`src/rtl/cnn_acc_pkg.sv`:
```
// Shared CNN accelerator definitions: feature-map BRAM geometry, arbiter
// state encoding, requester ids and a saturating counter helper.
package cnn_acc_pkg;

    localparam int FM_AW = 12;
    localparam int FM_DW = 64;

    typedef enum logic [1:0] {
        IDLE_RR = 2'd0,
        LOCK0   = 2'd1,
        LOCK1   = 2'd2
    } arb_state_e;

    localparam logic REQ_PE = 1'b0;
    localparam logic REQ_WB = 1'b1;

    function automatic logic [31:0] sat_inc32(input logic [31:0] val, input logic en);
        logic [31:0] res;
        if (en && (val != 32'hFFFF_FFFF)) begin
            res = val + 32'd1;
        end else begin
            res = val;
        end
        return res;
    endfunction

endpackage

```
`src/rtl/fmap_bram_arbiter_if.sv`:
```
// One requester's view of the feature-map BRAM arbiter: request beat,
// acceptance and the returned read data.
interface fmap_req_if
    import cnn_acc_pkg::*;
#(
    parameter int AW = FM_AW,
    parameter int DW = FM_DW
);
    logic          valid;
    logic          ready;
    logic          we;
    logic          lock;
    logic [AW-1:0] addr;
    logic [DW-1:0] wdata;
    logic          rsp_valid;
    logic [DW-1:0] rsp_rdata;

    modport master (
        output valid, we, lock, addr, wdata,
        input  ready, rsp_valid, rsp_rdata
    );

    modport slave (
        input  valid, we, lock, addr, wdata,
        output ready, rsp_valid, rsp_rdata
    );
endinterface

```
`src/rtl/fmap_bram_arbiter_rd_tag_pipe.sv`:
```
// {valid, requester id} shift register that follows each read through the
// BRAM pipeline so the data can be steered back to its issuer.
module rd_tag_pipe #(
    parameter int DEPTH = 2
) (
    input  logic clk_i,
    input  logic rst_ni,
    input  logic tag_valid_i,
    input  logic tag_id_i,
    output logic tag_valid_o,
    output logic tag_id_o,
    output logic any_valid_o
);
    logic [DEPTH-1:0] vld_q;
    logic [DEPTH-1:0] id_q;

    // advance every tag by one stage per clock
    always_ff @(posedge clk_i or negedge rst_ni) begin
        if (!rst_ni) begin
            vld_q <= '0;
            id_q  <= '0;
        end else begin
            vld_q <= {vld_q[DEPTH-2:0], tag_valid_i};
            id_q  <= {id_q[DEPTH-2:0], tag_id_i};
        end
    end

    assign tag_valid_o = vld_q[DEPTH-1];
    assign tag_id_o    = id_q[DEPTH-1];
    assign any_valid_o = |vld_q;
endmodule

```
`src/rtl/fmap_bram_arbiter.sv`:
```
// Round-robin / burst-lock arbiter sharing one feature-map BRAM port between
// PE operand fetch and write-back. FMAP_ARB_STATS_EN adds contention counters.
module fmap_bram_arbiter
    import cnn_acc_pkg::*;
#(
    parameter int AW     = FM_AW,
    parameter int DW     = FM_DW,
    parameter int RD_LAT = 1
) (
    input  logic          clk_i,
    input  logic          rst_ni,
    fmap_req_if.slave     req0_if,
    fmap_req_if.slave     req1_if,
    output logic [AW-1:0] bram_addr_o,
    output logic [DW-1:0] bram_din_o,
    output logic          bram_we_o,
    input  logic [DW-1:0] bram_dout_i,
    output logic          busy_o
`ifdef FMAP_ARB_STATS_EN
    ,
    output logic [31:0]   stat_conflicts_o,
    output logic [31:0]   stat_stall0_o
`endif
);
    arb_state_e    state_q, state_d;
    logic          last_q, last_d;
    logic          gnt0_s, gnt1_s, acc_s;
    logic          sel_we_s, sel_lock_s;
    logic [AW-1:0] sel_addr_s;
    logic [DW-1:0] sel_wdata_s;
    logic [AW-1:0] addr_q;
    logic [DW-1:0] din_q;
    logic          we_q;
    logic          tag_valid_s, tag_id_s, tag_any_s;

    // grant selection and arbitration next state
    always_comb begin
        gnt0_s  = 1'b0;
        gnt1_s  = 1'b0;
        state_d = state_q;
        last_d  = last_q;
        case (state_q)
            IDLE_RR: begin
                if (req0_if.valid && req1_if.valid) begin
                    gnt0_s = (last_q == REQ_WB);
                    gnt1_s = (last_q == REQ_PE);
                end else begin
                    gnt0_s = req0_if.valid;
                    gnt1_s = req1_if.valid;
                end
            end
            LOCK0:   gnt0_s = req0_if.valid;
            LOCK1:   gnt1_s = req1_if.valid;
            default: begin
                gnt0_s = 1'b0;
                gnt1_s = 1'b0;
            end
        endcase
        acc_s       = gnt0_s | gnt1_s;
        sel_we_s    = gnt1_s ? req1_if.we    : req0_if.we;
        sel_lock_s  = gnt1_s ? req1_if.lock  : req0_if.lock;
        sel_addr_s  = gnt1_s ? req1_if.addr  : req0_if.addr;
        sel_wdata_s = gnt1_s ? req1_if.wdata : req0_if.wdata;
        if (acc_s) begin
            last_d = gnt1_s;
            if (sel_lock_s) begin
                state_d = gnt1_s ? LOCK1 : LOCK0;
            end else begin
                state_d = IDLE_RR;
            end
        end else begin
            // a corrupted state register recovers to round-robin
            state_d = (state_q inside {IDLE_RR, LOCK0, LOCK1}) ? state_q : IDLE_RR;
        end
    end

    // arbitration state and round-robin pointer
    always_ff @(posedge clk_i or negedge rst_ni) begin
        if (!rst_ni) begin
            state_q <= IDLE_RR;
            last_q  <= REQ_WB;
        end else begin
            state_q <= state_d;
            last_q  <= last_d;
        end
    end

    // BRAM port register; addr/din hold when idle so the BRAM sees no toggling
    always_ff @(posedge clk_i or negedge rst_ni) begin
        if (!rst_ni) begin
            addr_q <= '0;
            din_q  <= '0;
            we_q   <= 1'b0;
        end else if (acc_s) begin
            addr_q <= sel_addr_s;
            din_q  <= sel_wdata_s;
            we_q   <= sel_we_s;
        end else begin
            addr_q <= addr_q;
            din_q  <= din_q;
            we_q   <= 1'b0;
        end
    end

    rd_tag_pipe #(
        .DEPTH(RD_LAT + 1)
    ) u_tag_pipe (
        .clk_i       (clk_i),
        .rst_ni      (rst_ni),
        .tag_valid_i (acc_s & ~sel_we_s),
        .tag_id_i    (gnt1_s),
        .tag_valid_o (tag_valid_s),
        .tag_id_o    (tag_id_s),
        .any_valid_o (tag_any_s)
    );

    assign req0_if.ready     = gnt0_s;
    assign req1_if.ready     = gnt1_s;
    assign req0_if.rsp_valid = tag_valid_s & (tag_id_s == REQ_PE);
    assign req1_if.rsp_valid = tag_valid_s & (tag_id_s == REQ_WB);
    assign req0_if.rsp_rdata = req0_if.rsp_valid ? bram_dout_i : '0;
    assign req1_if.rsp_rdata = req1_if.rsp_valid ? bram_dout_i : '0;
    assign bram_addr_o       = addr_q;
    assign bram_din_o        = din_q;
    assign bram_we_o         = we_q;
    assign busy_o            = tag_any_s | (state_q != IDLE_RR);

`ifdef FMAP_ARB_STATS_EN
    logic [31:0] conflicts_q, stall0_q;

    // saturating contention counters
    always_ff @(posedge clk_i or negedge rst_ni) begin
        if (!rst_ni) begin
            conflicts_q <= 32'd0;
            stall0_q    <= 32'd0;
        end else begin
            conflicts_q <= sat_inc32(conflicts_q,
                                     req0_if.valid & req1_if.valid & (state_q == IDLE_RR));
            stall0_q    <= sat_inc32(stall0_q, req0_if.valid & ~gnt0_s);
        end
    end

    assign stat_conflicts_o = conflicts_q;
    assign stat_stall0_o    = stall0_q;
`endif
endmodule
```
`src/flat_wrapper.sv`:
```
// flat-port wrapper written by rule: the top's interface ports become plain ports
module fmap_bram_arbiter_flat import cnn_acc_pkg::*;
#(
    parameter int AW     = FM_AW,
    parameter int DW     = FM_DW,
    parameter int RD_LAT = 1
)
  (clk_i, rst_ni, bram_addr_o, bram_din_o, bram_we_o, bram_dout_i, busy_o, req0_if_valid, req0_if_we, req0_if_lock, req0_if_addr, req0_if_wdata, req0_if_ready, req0_if_rsp_valid, req0_if_rsp_rdata, req1_if_valid, req1_if_we, req1_if_lock, req1_if_addr, req1_if_wdata, req1_if_ready, req1_if_rsp_valid, req1_if_rsp_rdata);
  fmap_req_if #(.AW(AW), .DW(DW)) req0_if_i ();
  fmap_req_if #(.AW(AW), .DW(DW)) req1_if_i ();
  input  logic clk_i;
  input  logic rst_ni;
  output logic [AW-1:0] bram_addr_o;
  output logic [DW-1:0] bram_din_o;
  output logic bram_we_o;
  input  logic [DW-1:0] bram_dout_i;
  output logic busy_o;
  input wire logic [$bits(req0_if_i.valid)-1:0] req0_if_valid;
  input wire logic [$bits(req0_if_i.we)-1:0] req0_if_we;
  input wire logic [$bits(req0_if_i.lock)-1:0] req0_if_lock;
  input wire logic [$bits(req0_if_i.addr)-1:0] req0_if_addr;
  input wire logic [$bits(req0_if_i.wdata)-1:0] req0_if_wdata;
  output wire logic [$bits(req0_if_i.ready)-1:0] req0_if_ready;
  output wire logic [$bits(req0_if_i.rsp_valid)-1:0] req0_if_rsp_valid;
  output wire logic [$bits(req0_if_i.rsp_rdata)-1:0] req0_if_rsp_rdata;
  input wire logic [$bits(req1_if_i.valid)-1:0] req1_if_valid;
  input wire logic [$bits(req1_if_i.we)-1:0] req1_if_we;
  input wire logic [$bits(req1_if_i.lock)-1:0] req1_if_lock;
  input wire logic [$bits(req1_if_i.addr)-1:0] req1_if_addr;
  input wire logic [$bits(req1_if_i.wdata)-1:0] req1_if_wdata;
  output wire logic [$bits(req1_if_i.ready)-1:0] req1_if_ready;
  output wire logic [$bits(req1_if_i.rsp_valid)-1:0] req1_if_rsp_valid;
  output wire logic [$bits(req1_if_i.rsp_rdata)-1:0] req1_if_rsp_rdata;
  assign req0_if_i.valid = req0_if_valid;
  assign req0_if_i.we = req0_if_we;
  assign req0_if_i.lock = req0_if_lock;
  assign req0_if_i.addr = req0_if_addr;
  assign req0_if_i.wdata = req0_if_wdata;
  assign req0_if_ready = req0_if_i.ready;
  assign req0_if_rsp_valid = req0_if_i.rsp_valid;
  assign req0_if_rsp_rdata = req0_if_i.rsp_rdata;
  assign req1_if_i.valid = req1_if_valid;
  assign req1_if_i.we = req1_if_we;
  assign req1_if_i.lock = req1_if_lock;
  assign req1_if_i.addr = req1_if_addr;
  assign req1_if_i.wdata = req1_if_wdata;
  assign req1_if_ready = req1_if_i.ready;
  assign req1_if_rsp_valid = req1_if_i.rsp_valid;
  assign req1_if_rsp_rdata = req1_if_i.rsp_rdata;
  fmap_bram_arbiter #(.AW(AW), .DW(DW), .RD_LAT(RD_LAT)) u_core (.clk_i(clk_i), .rst_ni(rst_ni), .req0_if(req0_if_i), .req1_if(req1_if_i), .bram_addr_o(bram_addr_o), .bram_din_o(bram_din_o), .bram_we_o(bram_we_o), .bram_dout_i(bram_dout_i), .busy_o(busy_o));
endmodule
```
`config.mk`:
```
export PLATFORM = sky130hd
export DESIGN_NAME = fmap_bram_arbiter_flat
export DESIGN_NICKNAME = d
export VERILOG_FILES = /design/src/rtl/cnn_acc_pkg.sv /design/src/rtl/fmap_bram_arbiter_if.sv /design/src/rtl/fmap_bram_arbiter_rd_tag_pipe.sv /design/src/rtl/fmap_bram_arbiter.sv /design/src/flat_wrapper.sv
export SDC_FILE = /design/constraint.sdc
export NUM_CORES = 1
export LEC_CHECK = 0
export CAP_MARGIN = 20
export CORE_AREA = 2 2 168 170
export DETAILED_ROUTE_END_ITERATION = 16
export DIE_AREA = 0 0 170 172
export GPL_ROUTABILITY_DRIVEN = 0
export PLACE_DENSITY_LB_ADDON = 0.2
export SKIP_CTS_REPAIR_TIMING = 1
export SLEW_MARGIN = 20
export SYNTH_ARGS = -nofsm -noshare
export SYNTH_HDL_FRONTEND = slang
export SYNTH_SLANG_ARGS = --single-unit
export TNS_END_PERCENT = 50
```
`constraint.sdc`:
```
create_clock -name clk_i -period 2.3 [get_ports clk_i]
set_clock_uncertainty 0.05 [all_clocks]
set_input_delay 0.575 -clock clk_i [delete_from_list [all_inputs] [get_ports clk_i]]
set_output_delay 0.575 -clock clk_i [all_outputs]
set_load 0.05 [all_outputs]
```
==> impl_metrics.ini <==
[status]
outcome = completed

[sta]
hold_viol_final = 0
worstMarginPinSlew_ps = 553
relSlewSlack_pct = 63.0
setup_viol = 0
fin_crit_ps = 2200
fmax_ghz = 0.454
drv_slew = 0
rsz0062_at_grt = true
post-route-period-util_pct = 95.7
fin_ws_ps = 97.9

[global_route]
grt_pass1_vias = 5387
grt.overflow.total = 0
grt.total_usage_pct = 16.2
grt_max_degree = 66
grt_antenna_before_repair = 0
grt_pass1_wl_mm = 35.2

[setup_path]
cp-end-kind = output pin
critPathKind = flip-flop to output pin
required_ps = 1670
startpoint_type = flip-flop
crit_buf_inv = 1
critPathTopFamily = buffers and inverters
cp.arrival_ps = 1580
critPathMaxStageDelay_ps = 840
crit_start = u_core.bram_din_o[63]
critical_path.cell_chain = clkdlybuf4s50_1
crit_slowest_cell = clkdlybuf4s50_1
crit_fanout = 2
regToRegStartpoint = u_core.state_q[0]

[cells_and_area]
num_antenna_cells = 0
area_growth_pct = 137
stdcell_count = 1202
nets = 1075
drive_gt1_share_pct = 27.9

[floorplanning]
num_io_pins = 434
start_util_pct = 16.9
core_sq_mm = 0.0275
rows = 61
die_h_um = 172
die_area_sq_mm = 0.0292
die_w_um = 170

[place]
hpwlAfterDp_mm = 19.2
port-buffer-count = 433
placed_cells = 1186
dp_slack_ps = -220

[min_path]
hold_class = input port to async pin

[detailed_routing]
finalWirelength_mm = 24.8
drt_pass1_iterations = 4
postRouteAntennaNets = 0
via_per_inst = 4.37
via_count = 5250
routedWlPerCell_um = 20.7
drt-initial-drc-count = 231
route.detailed.drc = 0

[clock_network]
root_buffer = clkbuf_16
tritoncts = built
clk_latency_ps = 340
clk_path_buf_depth = 2
htree_num_levels = 3
clkSlewWorstSetupHoldPaths_ps = 70
cts_sinks = 84
cts_buffers = 9

[power]
peakVddDrop_v = 0.000565
p_per_area_mw_per_mm2 = 1030
power.leakage_nw = 4.48
power_mw = 11.4

[synth]
synth_cells = 441
synth_warnings = 0
synth_nets = 665
synth.distinct_cells = 23
syn_avg_cell_area_sq_um = 10.5
ys_seq_area_share_pct = 45.2
yosys_register_bits = 84
synth_area_sq_mm = 0.00465

[run]
cap_viol_max_count = 0
## state kept, by name, summed over array words and instances, names as in the netlist
register / flops
u_core.bram_we_o: 1
u_core.bram_din_o: 64
u_core.u_tag_pipe.id_q: 2
u_core.last_q: 1
u_core.u_tag_pipe.vld_q: 2
u_core.bram_addr_o: 12
u_core.state_q: 2
## power by group
| group | leakage, nW | total [mW] | switching [mW] | internal [mW] |
|---|---|---|---|---|
| combinational | 3.40 | 7.51 | 4.45 | 3.05 |
| sequential | 0.939 | 2.44 | 0.376 | 2.06 |
| clock | 0.145 | 1.44 | 0.669 | 0.775 |
## cell type report
cell class                      count  area [sq um]
Timing Repair Buffer              454          5890
Clock buffer                       10           239
Inverter                            1          3.75
Tap cell                          346           433
Clock inverter                      6          47.5
Multi-Input combinational cell    301          2290
Sequential cell                    84          2100
Fill cell                        2635         16500
## stage by stage
stage                     hold WS (ps)  TNS (ps)  cell area [sq um]  util, %
final                              131         0              11000     40.0
after global routing               148     -10.1              11000     40.0
after CTS                          139     -1110              11000     40.0
after detailed placement           294     -4280              10700     38.9
after global placement             292     -3310              10700     38.9
after floorplan                    229         0               4650        -
## cell usage after synthesis
library cell | instances | area [sq um]
a21o_1 | 2 | 15.0
a21oi_1 | 2 | 10.0
a22o_1 | 1 | 8.76
and2_1 | 65 | 407
and3_1 | 64 | 400
buf_2 | 11 | 55.1
buf_4 | 2 | 15.0
buf_6 | 6 | 67.6
clkbuf_1 | 36 | 135
dfrtp_1 | 83 | 2080
dfstp_2 | 1 | 26.3
inv_1 | 1 | 3.75
nand2_1 | 2 | 7.51
nand2b_1 | 3 | 18.8
nor2_1 | 1 | 3.75
nor2b_1 | 4 | 25.0
nor3_1 | 2 | 10.0
nor3b_4 | 1 | 18.8
o221a_1 | 19 | 214
o221a_2 | 57 | 642
o32ai_1 | 1 | 8.76
or3_1 | 76 | 475
or4_1 | 1 | 7.51
## cell usage in the layout (no fill, tap or decap)
master,netlist,routed
a21o_1,2,1
a21o_2,0,1
a21oi_1,2,2
a22o_1,1,1
and2_1,65,61
and2_2,0,4
and3_1,64,64
buf_12,0,137
buf_4,2,16
buf_6,6,1
clkbuf_16,0,9
clkbuf_8,0,2
clkdlybuf4s50_1,0,297
clkinv_2,0,2
clkinv_4,0,2
dfrtp_1,83,83
dfstp_2,1,1
dlymetal6s2s_1,0,2
inv_2,0,1
inv_6,0,1
inv_8,0,1
nand2_1,2,1
nand2_2,0,1
nand2b_1,3,2
nand2b_2,0,1
nor2_1,1,1
nor2b_1,4,3
nor2b_4,0,1
nor3_1,2,2
nor3b_4,1,1
o221a_1,19,19
o221a_2,57,57
o32ai_1,1,1
or3_1,76,76
or4_1,1,1
## worst paths after layout
kind	depth (start not counted)	end	slack, ps
min	1	u_core.bram_din_o[2]	130
min reg2reg	0	u_core.u_tag_pipe.id_q[1]	310
max	1	bram_din_o[63]	100
max in group asynchronous	2	u_core.bram_din_o[7]	1450
min in group clk_i	0	u_core.u_tag_pipe.id_q[1]	310
max reg2reg	5	u_core.bram_din_o[3]	580
## per-layer routing
layer / GRT usage (%) / wire length (um) / vias up
met2: 29.1 / 12900 / 275
met1: 18.8 / 9470 / 2475
met3: 4.88 / 2120 / 13
li1: - / - / 2487
met5: 0 / 0 / -
met4: 4.01 / 370 / 0
## cell families after synthesis
| group | after synthesis | share of synthesized area [%] |
|---|---|---|
| and+or+nand+nor | 219 | 29.5 |
| DFF | 84 | 45.2 |
| AOI/OAI and AO/OA | 82 | 19.3 |
| buffers and inverters | 56 | 5.94 |
(Power assumes the default switching activity.)
==> edit, RTL diff (same flow settings) <==
Set the package constant `FM_AW` to 11 (it was 12).
--- a/src/rtl/cnn_acc_pkg.sv
+++ b/src/rtl/cnn_acc_pkg.sv
@@ -2,7 +2,7 @@
 // state encoding, requester ids and a saturating counter helper.
 package cnn_acc_pkg;
 
-    localparam int FM_AW = 12;
+    localparam int FM_AW = 11;
     localparam int FM_DW = 64;
 
     typedef enum logic [1:0] {
Interface: changed (resized bram_addr_o, req0_if_addr and req1_if_addr); port bits go from 434 to 431. The function was not compared with the original's and may differ.
==> edit against the unedited design <==
Total power up 0.27%. Utilization is 0.055 points lower. Critical path depth did not move. Synthesized area fell by 0.81%. Sequential cell count is 1 lower. First-iteration DRC count down 4.3%. Via count rose by 0.90%. Design area shrank 0.14%. Worst setup slack worse by 4.7 ps. Routed wire length is 4.4% lower. Critical endpoint is now bram_din_o[2]. Largest cell class unchanged. Largest power group unchanged.
==> edit: results (changes against the unedited design) <==
Critical Path AT 1580 ps (about the same); status complete, no violations; layout cells sized above 1 23.80% (-4.1 points); Worst IR Drop VDD 0.6277 mV (+11%); Post-synth top cells dfrtp_1, or3_1, and2_1; Seq/Total Area, Yosys 45.04% (-0.17 points); Placed Area 10610 sq um (-0.82%); TritonCTS Buffers 9 (unchanged); Detailed Routing Iterations Pass 1 5 (+1); Port Buf Inserts 430 (-0.69%); Avg WL per Cell 19.81 um (-4.2%); Total GRT Usage 15.46% (-0.71 points); syn_nets 658 (-1.1%); Static Leak 4.451 nW (-0.64%); global-route wire length before repair 34210 um (-2.9%); diode count 0 (unchanged); number of routed nets with antenna violations 0 (unchanged); First DRT Iteration DRCs 221 (-4.3%); Area contributors post-synth dfrtp_1, o221a_1, or3_1; number of global-route vias before repair 5436 (+0.91%); Final setup viols 0 (unchanged); Clock Path Buffers 2 (unchanged); filler cell count in the final layout 2664 (+1.1%); Cells after DPL 1180 (-0.51%); DR vias 5297 (+0.90%); Area Growth Syn to Fin 138.1%; nets 1070 (-0.47%); Synth cell types 24 (+4.3%); antenna violations before repair 1 (+1); Detail Placement HPWL 18210 um (-5.1%); syn avg cell area 10.58 sq um (+0.33%); Via density 4.418 (+1.1%); Worst slew margin 51.57% (-11 points); Worst path top cell family by delay buffers and inverters
-- edit: path summary, 6_finish.rpt --
kind	from	endpoint	slack, ps	depth (start not counted)
max in group asynchronous	rst_ni	u_core.bram_din_o[20]	1540	2
hold / removal	rst_ni	u_core.bram_din_o[34]	70	1
hold reg to reg	u_core.u_tag_pipe.id_q[0]	u_core.u_tag_pipe.id_q[1]	320	0
setup reg to reg	u_core.last_q	u_core.bram_din_o[21]	500	3
min in group clk_i	u_core.u_tag_pipe.id_q[0]	u_core.u_tag_pipe.id_q[1]	320	0
setup / recovery	u_core.bram_din_o[2]	bram_din_o[2]	90	1
-- edit: stage by stage --
step	utilization (%)	worst slack, ps	TNS [ps]
floorplan	-	71.37	0
global placement	38.61	-262.7	-15580
detailed placement	38.61	-225.6	-13040
CTS	39.74	-113.2	-164.8
global route	39.99	-2.836	-2.836
finish	39.99	93.16	0
-- edit: cell type report --
cell class | count | area share [%]
timing repair buffer | 454 | 53.56
multi-input combinational | 299 | 20.71
sequential | 83 | 18.93
tap | 346 | 3.940
clock buffer | 10 | 2.175
clock inverter | 6 | 0.6491
inverter | 1 | 0.03416
-- edit: logic make-up (layout without fill, tap and decap cells) --
logic type / after synthesis / in the layout / share of synthesized area (%)
AOI/OAI and AO/OA: 81 / 81 / 19.22
buffers and inverters: 54 / 471 / 6.074
DFF: 83 / 83 / 45.04
and+or+nand+nor: 218 / 218 / 29.66
-- edit: report_power, final --
group	switching [mW]	internal, mW
Clock	0.659	0.886
Combinational	4.43	3.02
Sequential	0.384	2.04
Total	5.47	5.95
-- edit: routing by layer --
metal  track usage [%]  vias to the layer above  share of wire (%)
met3             4.417                       20                8.5
met4             3.828                        2                1.3
met1             17.70                     2535                 38
met2             28.32                      269                 52
met5                 0                        -              0.051
li1                  -                     2471                  -
